<file path="config.mk">
export PLATFORM = sky130hd
export DESIGN_NAME = div16
export DESIGN_NICKNAME = d
export VERILOG_FILES = /design/src/rtl/div16.sv
export SDC_FILE = /design/constraint.sdc
export NUM_CORES = 1
export LEC_CHECK = 0
export BUFFER_PORTS_ARGS = -buffer_cell sky130_fd_sc_hd__buf_2
export CAP_MARGIN = 40
export CORE_MARGIN = 3
export CORE_UTILIZATION = 34
export CTS_CLUSTER_DIAMETER = 50
export DETAILED_ROUTE_END_ITERATION = 10
export SETUP_SLACK_MARGIN = 0.3
export SLEW_MARGIN = 20
export SYNTH_ARGS = -nofsm -noshare
export SYNTH_HDL_FRONTEND = slang
export SYNTH_SLANG_ARGS = --single-unit
</file>
<file path="constraint.sdc">
create_clock -name clk -period 3.6 [get_ports clk]
set_clock_uncertainty 0.1 [all_clocks]
set_input_delay 0 -clock clk [delete_from_list [all_inputs] [get_ports clk]]
set_output_delay 0 -clock clk [all_outputs]
set_load 0.02 [all_outputs]
</file>
<file path="src/rtl/div16.sv">
// Sequential restoring divider: Q8.8 dividend / Q1.7 divisor -> saturated Q8.8 quotient, one bit per clock.
// Define DIV16_ROUND_EN to round half away from zero instead of truncating toward zero.
//
// state  | meaning
// S_IDLE | in_ready high, waiting for an operand pair
// S_CALC | shifting/subtracting one quotient bit per clock
// S_FIN  | sign, round and saturate the magnitude; register results
// S_DONE | out_valid high, results held until out_ready
module div16 #(
    parameter int DIVIDEND_W = 17,
    parameter int DIVISOR_W  = 8,
    parameter int FRAC_SHIFT = 7
) (
    input  logic                  clk,
    input  logic                  rst_n,
    input  logic                  in_valid,
    output logic                  in_ready,
    input  logic [DIVIDEND_W-1:0] in_17bit,
    input  logic [DIVISOR_W-1:0]  in_8bit,
    output logic                  out_valid,
    input  logic                  out_ready,
    output logic [DIVIDEND_W-1:0] out,
    output logic                  ovf,
    output logic                  div_zero
);
    localparam int NUM_W = DIVIDEND_W + FRAC_SHIFT;
    localparam int REM_W = DIVISOR_W + 1;
    localparam int CNT_W = $clog2(NUM_W);
    localparam logic [CNT_W-1:0]      LAST_CNT = CNT_W'(NUM_W - 1);
    localparam logic [NUM_W:0]        POS_MAX  = (NUM_W+1)'((1 << (DIVIDEND_W-1)) - 1);
    localparam logic [NUM_W:0]        NEG_MAX  = (NUM_W+1)'(1 << (DIVIDEND_W-1));
    localparam logic [DIVIDEND_W-1:0] POS_SAT  = {1'b0, {(DIVIDEND_W-1){1'b1}}};
    localparam logic [DIVIDEND_W-1:0] NEG_SAT  = {1'b1, {(DIVIDEND_W-1){1'b0}}};

    typedef enum logic [1:0] {S_IDLE, S_CALC, S_FIN, S_DONE} state_t;
    state_t state;

    logic [CNT_W-1:0]     cnt;
    logic [NUM_W-1:0]     num;
    logic [NUM_W-1:0]     quo;
    logic [REM_W-1:0]     rem;
    logic [DIVISOR_W-1:0] dvs;
    logic                 neg;
    logic                 dz;

    logic [DIVIDEND_W-1:0] abs_dd;
    logic [DIVISOR_W-1:0]  abs_dv;
    logic [REM_W-1:0]      rem_sh;
    logic                  rem_ge;
    logic [NUM_W:0]        mag;
    logic [NUM_W:0]        mag_neg;

    always_comb begin
        // most-negative inputs map to the unsigned magnitude 2^(W-1), which still fits
        abs_dd  = in_17bit[DIVIDEND_W-1] ? -in_17bit : in_17bit;
        abs_dv  = in_8bit[DIVISOR_W-1] ? -in_8bit : in_8bit;
        rem_sh  = {rem[REM_W-2:0], num[NUM_W-1]};
        rem_ge  = rem_sh >= {1'b0, dvs};
`ifdef DIV16_ROUND_EN
        mag     = {1'b0, quo} + (NUM_W+1)'({rem, 1'b0} >= {2'b00, dvs});
`else
        mag     = {1'b0, quo};
`endif
        mag_neg = -mag;
    end

    always_ff @(posedge clk or negedge rst_n) begin
        if (!rst_n) begin
            state     <= S_IDLE;
            cnt       <= '0;
            num       <= '0;
            quo       <= '0;
            rem       <= '0;
            dvs       <= '0;
            neg       <= 1'b0;
            dz        <= 1'b0;
            in_ready  <= 1'b1;
            out_valid <= 1'b0;
            out       <= '0;
            ovf       <= 1'b0;
            div_zero  <= 1'b0;
        end else begin
            case (state)
                S_IDLE: begin
                    if (in_valid) begin
                        num      <= {abs_dd, {FRAC_SHIFT{1'b0}}};
                        dvs      <= abs_dv;
                        neg      <= in_17bit[DIVIDEND_W-1] ^ in_8bit[DIVISOR_W-1];
                        dz       <= (in_8bit == '0);
                        quo      <= '0;
                        rem      <= '0;
                        cnt      <= '0;
                        in_ready <= 1'b0;
                        state    <= (in_8bit == '0) ? S_FIN : S_CALC;
                    end
                end
                S_CALC: begin
                    num <= num << 1;
                    if (rem_ge) begin
                        rem <= rem_sh - {1'b0, dvs};
                        quo <= {quo[NUM_W-2:0], 1'b1};
                    end else begin
                        rem <= rem_sh;
                        quo <= {quo[NUM_W-2:0], 1'b0};
                    end
                    cnt <= cnt + CNT_W'(1);
                    if (cnt == LAST_CNT)
                        state <= S_FIN;
                end
                S_FIN: begin
                    out_valid <= 1'b1;
                    div_zero  <= dz;
                    if (dz) begin
                        ovf <= 1'b1;
                        out <= neg ? NEG_SAT : POS_SAT;
                    end else if (!neg) begin
                        ovf <= (mag > POS_MAX);
                        out <= (mag > POS_MAX) ? POS_SAT : mag[DIVIDEND_W-1:0];
                    end else begin
                        ovf <= (mag > NEG_MAX);
                        out <= (mag > NEG_MAX) ? NEG_SAT : mag_neg[DIVIDEND_W-1:0];
                    end
                    state <= S_DONE;
                end
                S_DONE: begin
                    if (out_ready) begin
                        out_valid <= 1'b0;
                        in_ready  <= 1'b1;
                        state     <= S_IDLE;
                    end
                end
                default: state <= S_IDLE;
            endcase
        end
    end
endmodule

</file>
* Yosys cells after proc, flatten, opt, wreduce, memory -nomap -nowiden
Index checks and enable logic that the tools add are counted.
Word-level totals: flip-flop bits (word level) 94, bits of input ports 29, word-level logic and storage cells 68
Operators by class: add/subtract/negate cells 5, magnitude comparators 3, equal/unequal tests 7, muxes and demuxes 29, bitwise operators 1, reductions and logical operators 10
Operators by type and width (count):
- $mux 17 | 6
- $pmux 24 s2 | 2
- $mux 24 | 2
- $neg 17->17 | 2
- $gt 24x16->1 const B | 1
- $gt 24x17->1 const B | 1
- $mux 8 | 3
- $pmux 8 s2 | 1
- $pmux 5 s2 | 1
- $ge 9x8->1 | 1
- $logic_not 8->1 | 1
- $mux 2 | 4
- $neg 8->8 | 1
- $pmux 2 s4 | 1
- $sub 8x8->8 | 1
- $mux 1 | 6
- $ne 2x2->1 const B | 3
- $reduce_and 2->1 | 3
- $reduce_and 3->1 | 2
- $reduce_bool 2->1 | 3
- $add 5x1->5 const B | 1
- $eq 5x5->1 const B | 1
- $mux 5 | 1
- $eq 2x2->1 const B | 2
- 4 further kinds | 5

* Logic depth before layout (Yosys ltp)
word-level depth 4, gate-level depth with buffers 9, depth with buffers taken out 9

* Worst setup path before layout
Ideal clock, no wire load.
path type register to register, start register rem[4], end register rem[6], arrival 1.986 ns, required time 3.380 ns, slack 1.394 ns, cell stages (with the launch flop) 8, clock period less this slack 2.206 ns, cell sequence dfrtp_1 > ha_1 > nand4_1 > a211oi_1 > nor3_1 > a31oi_2 > o21ai_0 > a31o_2
On the way: longest elaborated chain between the ends 3, elaborated cells on any way between the ends 4
RTL lines:
- start, declared | line 41 | logic [REM_W-1:0] rem;
- start signal, assigned | line 100 | rem <= rem_sh - {1'b0, dvs};
- start signal, assigned | line 103 | rem <= rem_sh;
- $sub 8x8->8 / $ge 9x8->1 (equally long branches) | line 100, 58
- $mux 8 * | line 99 | if (rem_ge) begin
- $pmux 8 s2 * | line 83 | case (state)
Every way passes the cells marked *; elsewhere a longest branch is shown, timed or not. A chain may end at the register's enable or synchronous reset.

* Worst setup path in the final report
start register state[0], end register num[23]
On the way: longest elaborated chain between the ends 3, elaborated cells on any way between the ends 6
RTL lines:
- start, declared | line 36 | state_t state;
- start signal, assigned | line 94 | state <= (in_8bit == '0) ? S_FIN : S_CALC;
- $eq 2x1->1 / $logic_not 2->1 (equally long branches) | line 83
- $reduce_bool 2->1 (no line) / $ne 2x2->1 (equally long branches)
- $reduce_and 2->1 (no line)
- end signal, assigned | line 86 | num <= {abs_dd, {FRAC_SHIFT{1'b0}}};
- end signal, assigned | line 98 | num <= num << 1;
- end, declared | line 39 | logic [NUM_W-1:0] num;
Parallel ways exist; a longest one is shown, timed or not.

==> out/qor.csv <==
metric,value,unit
path_max_fanout,21,
vias,4136,
cts_max_path_buffers,2,
rsz0062_at_grt,false,
synth_commonest_cells,"dfrtp_1 (86), o21ai_0 (55), nand2_1 (53), nor2_1 (46), inv_1 (30)",
r2r_end,num[23],
numPortBuffers,49,
finalSetupViolations,0,
powerDensity,901,mW/mm2
relSlewSlack,54.5,%
power_switching,2.33,mW
num-fill-cells,1397,
drt-vias-per-instance,5.26,
rrSetupSlack,0.70,ns
die_w,127,um
track_usage,15.1,%
synth_largest_area_cell,dfrtp_1,
worst-path-buf-inv,2,
r2r_start,state[0],
worst_setup_path_end_kind,register,
io_pins,50,
critPathArrivalTime,3.06,ns
grt-ovfl-total,0,
synthArstFlopShare,100,%
dp.cells,749,
final_cells,787,
synthCells,540,
switching_share,43.9,%
synth.avg_cell_area,9.17,um2
critical_path.top_delay_family,simple AND/OR/NAND/NOR gates,
hold_depth,3,
p_leak,2.68,nW
drt_first_pass_iters,4,
insertion_delay,0.34,ns
area_delta_synth_final,18.9,%
routedWlPerCell,15.1,um
synth_cell_types,56,
slowest_stage,dlygate4sd3_1,
multiInputGateArea,0.00254,mm2
grt_pass1_vias,4101,
final_layout_size_suffix_gt1_share,15.5,%
cpPeakStageDelay,0.57,ns
num_rows,43,
cts_tree,built,
antenna_cells,0,
ant_nets,0,
sequential_cell_area,0.00218,mm2
combPwrFrac,53.0,%
ys_seq_area_share,44.0,%
yosys.area.top_type_share,43.5,%
worstHoldPathType,input pin to register,
ys_warn_count,0,
drt_iter0_markers,230,
synth_ff_type,dfrtp_1,
internal_power,2.97,mW
grt_max_degree,67,
syn_area,0.00495,mm2
numClockSinks,87,
fin_crit,2.90,ns
gp_congestion,0.904,
run_status,completed,
core_area,0.0140,mm2
synthTopCellsByArea,"dfrtp_1 (43%), o21ai_0 (5.6%), ha_1 (4.0%)",
crit_chain,"inv_1, ha_1, nand2_1, nor2_2, nand3_1, dlygate4sd3_1, o21ai_0",
die_y,127,um
setup_tns,0,ns
root_buffer,clkbuf_16,
start_kind,register,
synth_edf_count,0,
cap_viol_max_count,0,
clk_pin_slew,0.06,ns
wl,11900,um
yosys.cell_count.top_type,dfrtp_1,
start_util,35.3,%
antenna_found_initial,0,
report.final.hold_viol_count,0,
hp-start,in_17bit[11],
pwr-share-clk,16.7,%
fmax,345,MHz
fin_nets,648,
htree_levels,3,
hold_end,num[18],
vdd_drop_max,0.000304,V
die_area,0.0160,mm2
cts_buffers,9,
crit_required,3.76,ns
syn-num-nets,586,
drc,0,
ys_ff_latch,87,
tightestPinTransition,0.677,ns
slew_viol_final,0,
period_share,80.6,%
power_frac_seq,30.4,%
crit_type,register to register,
hpwl,8600,um
worstRegToRegCells,7,
grt_pass1_wl,19900,um
cell type report:
type,count,share of cell area [%]
clock buffers,12,4.36
well taps,180,3.83
clock inverters,4,0.489
multi-input cells,394,43.1
inverters,30,1.91
repair buffers,80,9.27
flip-flops and latches,87,37.0
cell families after synthesis:
logic type	Yosys count	share of synthesized area, %
simple gates	170	16.8
buf+inv	59	4.78
xor+xnor	29	5.13
fa+ha+maj	17	4.45
mux	15	3.11
compound gates	163	21.8
flops	87	44.0
worst register-to-register path, stage by stage, from the launching register on:
cell and delay (ns):
dfrtp_1 0.40, inv_1 0.11, ha_1 0.40, nand2_1 0.48
nor2_2 0.52, nand3_1 0.12, dlygate4sd3_1 0.57, o21ai_0 0.13
how the worst max path moves through the flow:
stage                     startpoint  slack (ns)      end  cells past startpoint
after detailed placement    state[0]        0.96   rem[6]                      8
after floorplan               rem[4]        1.39   rem[6]                      7
final                       state[0]        0.70  num[23]                      7
after global placement      state[0]        1.09   rem[6]                      8
after CTS                   state[0]        0.49  num[23]                      7
after global routing        state[0]        0.42  num[23]                      7
per-layer routing:
layer,vias to the layer above,GRT usage (%),wire (um)
li1,2060,-,-
met1,1982,20.3,5670
met2,80,24.7,5620
met3,14,4.00,458
met4,0,3.28,121
met5,-,0,0
flip-flops by register name, indices dropped and copies added, names as in the netlist, 2 cells and up:
signal	cells
rem	8
dvs	8
quo	24
num	17
cnt	5
state	2
out	17
power groups by stage:
stage	Clock, mW	Sequential, mW	Combinational [mW]
after floorplan	0	1.66	2.04
after global placement	0	1.61	2.73
after detailed placement	0	1.62	2.80
after CTS	0.910	1.61	2.83
after global routing	0.951	1.67	3.14
final	0.883	1.61	2.81
timing repair:
action | in CTS | in global routing
buffers inserted | 0 | 0
setup endpoints to repair | 0 | 1
hold buffers | 21 | 0
gates resized for setup | 0 | 1
hold endpoints to repair | 82 | 0
placed cells by master, fill, tap and decap left out, types with 4 or more instances in the layout:
cell	instances
o21ai_0	55
dlygate4sd3_1	21
buf_4	10
buf_2	48
o21a_1	5
nor3_1	19
nand2b_1	6
mux2i_1	12
nor2_1	45
a221oi_2	5
xnor2_1	7
o31ai_1	4
clkbuf_16	9
inv_1	30
ha_1	16
o211ai_1	4
dfrtp_1	86
a21oi_1	29
a31oi_1	9
nand3_1	7
xor2_1	22
a22o_1	21
o22ai_1	9
nand4_1	4
or3_1	11
nand2_1	53
stage by stage:
stage	utilization [%]	total power, mW	worst slack (ns)	hold WS [ns]	area, um2
floorplan	-	3.71	1.39	-0.396	4950
global placement	38.2	4.34	1.09	0.0508	5370
detailed placement	38.2	4.42	0.964	0.0609	5370
CTS	41.8	5.35	0.488	0.0173	5860
global route	41.9	5.76	0.425	0.0398	5890
finish	41.9	5.30	0.699	0.00593	5890
Note: power is estimated with default switching activity, not from simulation.
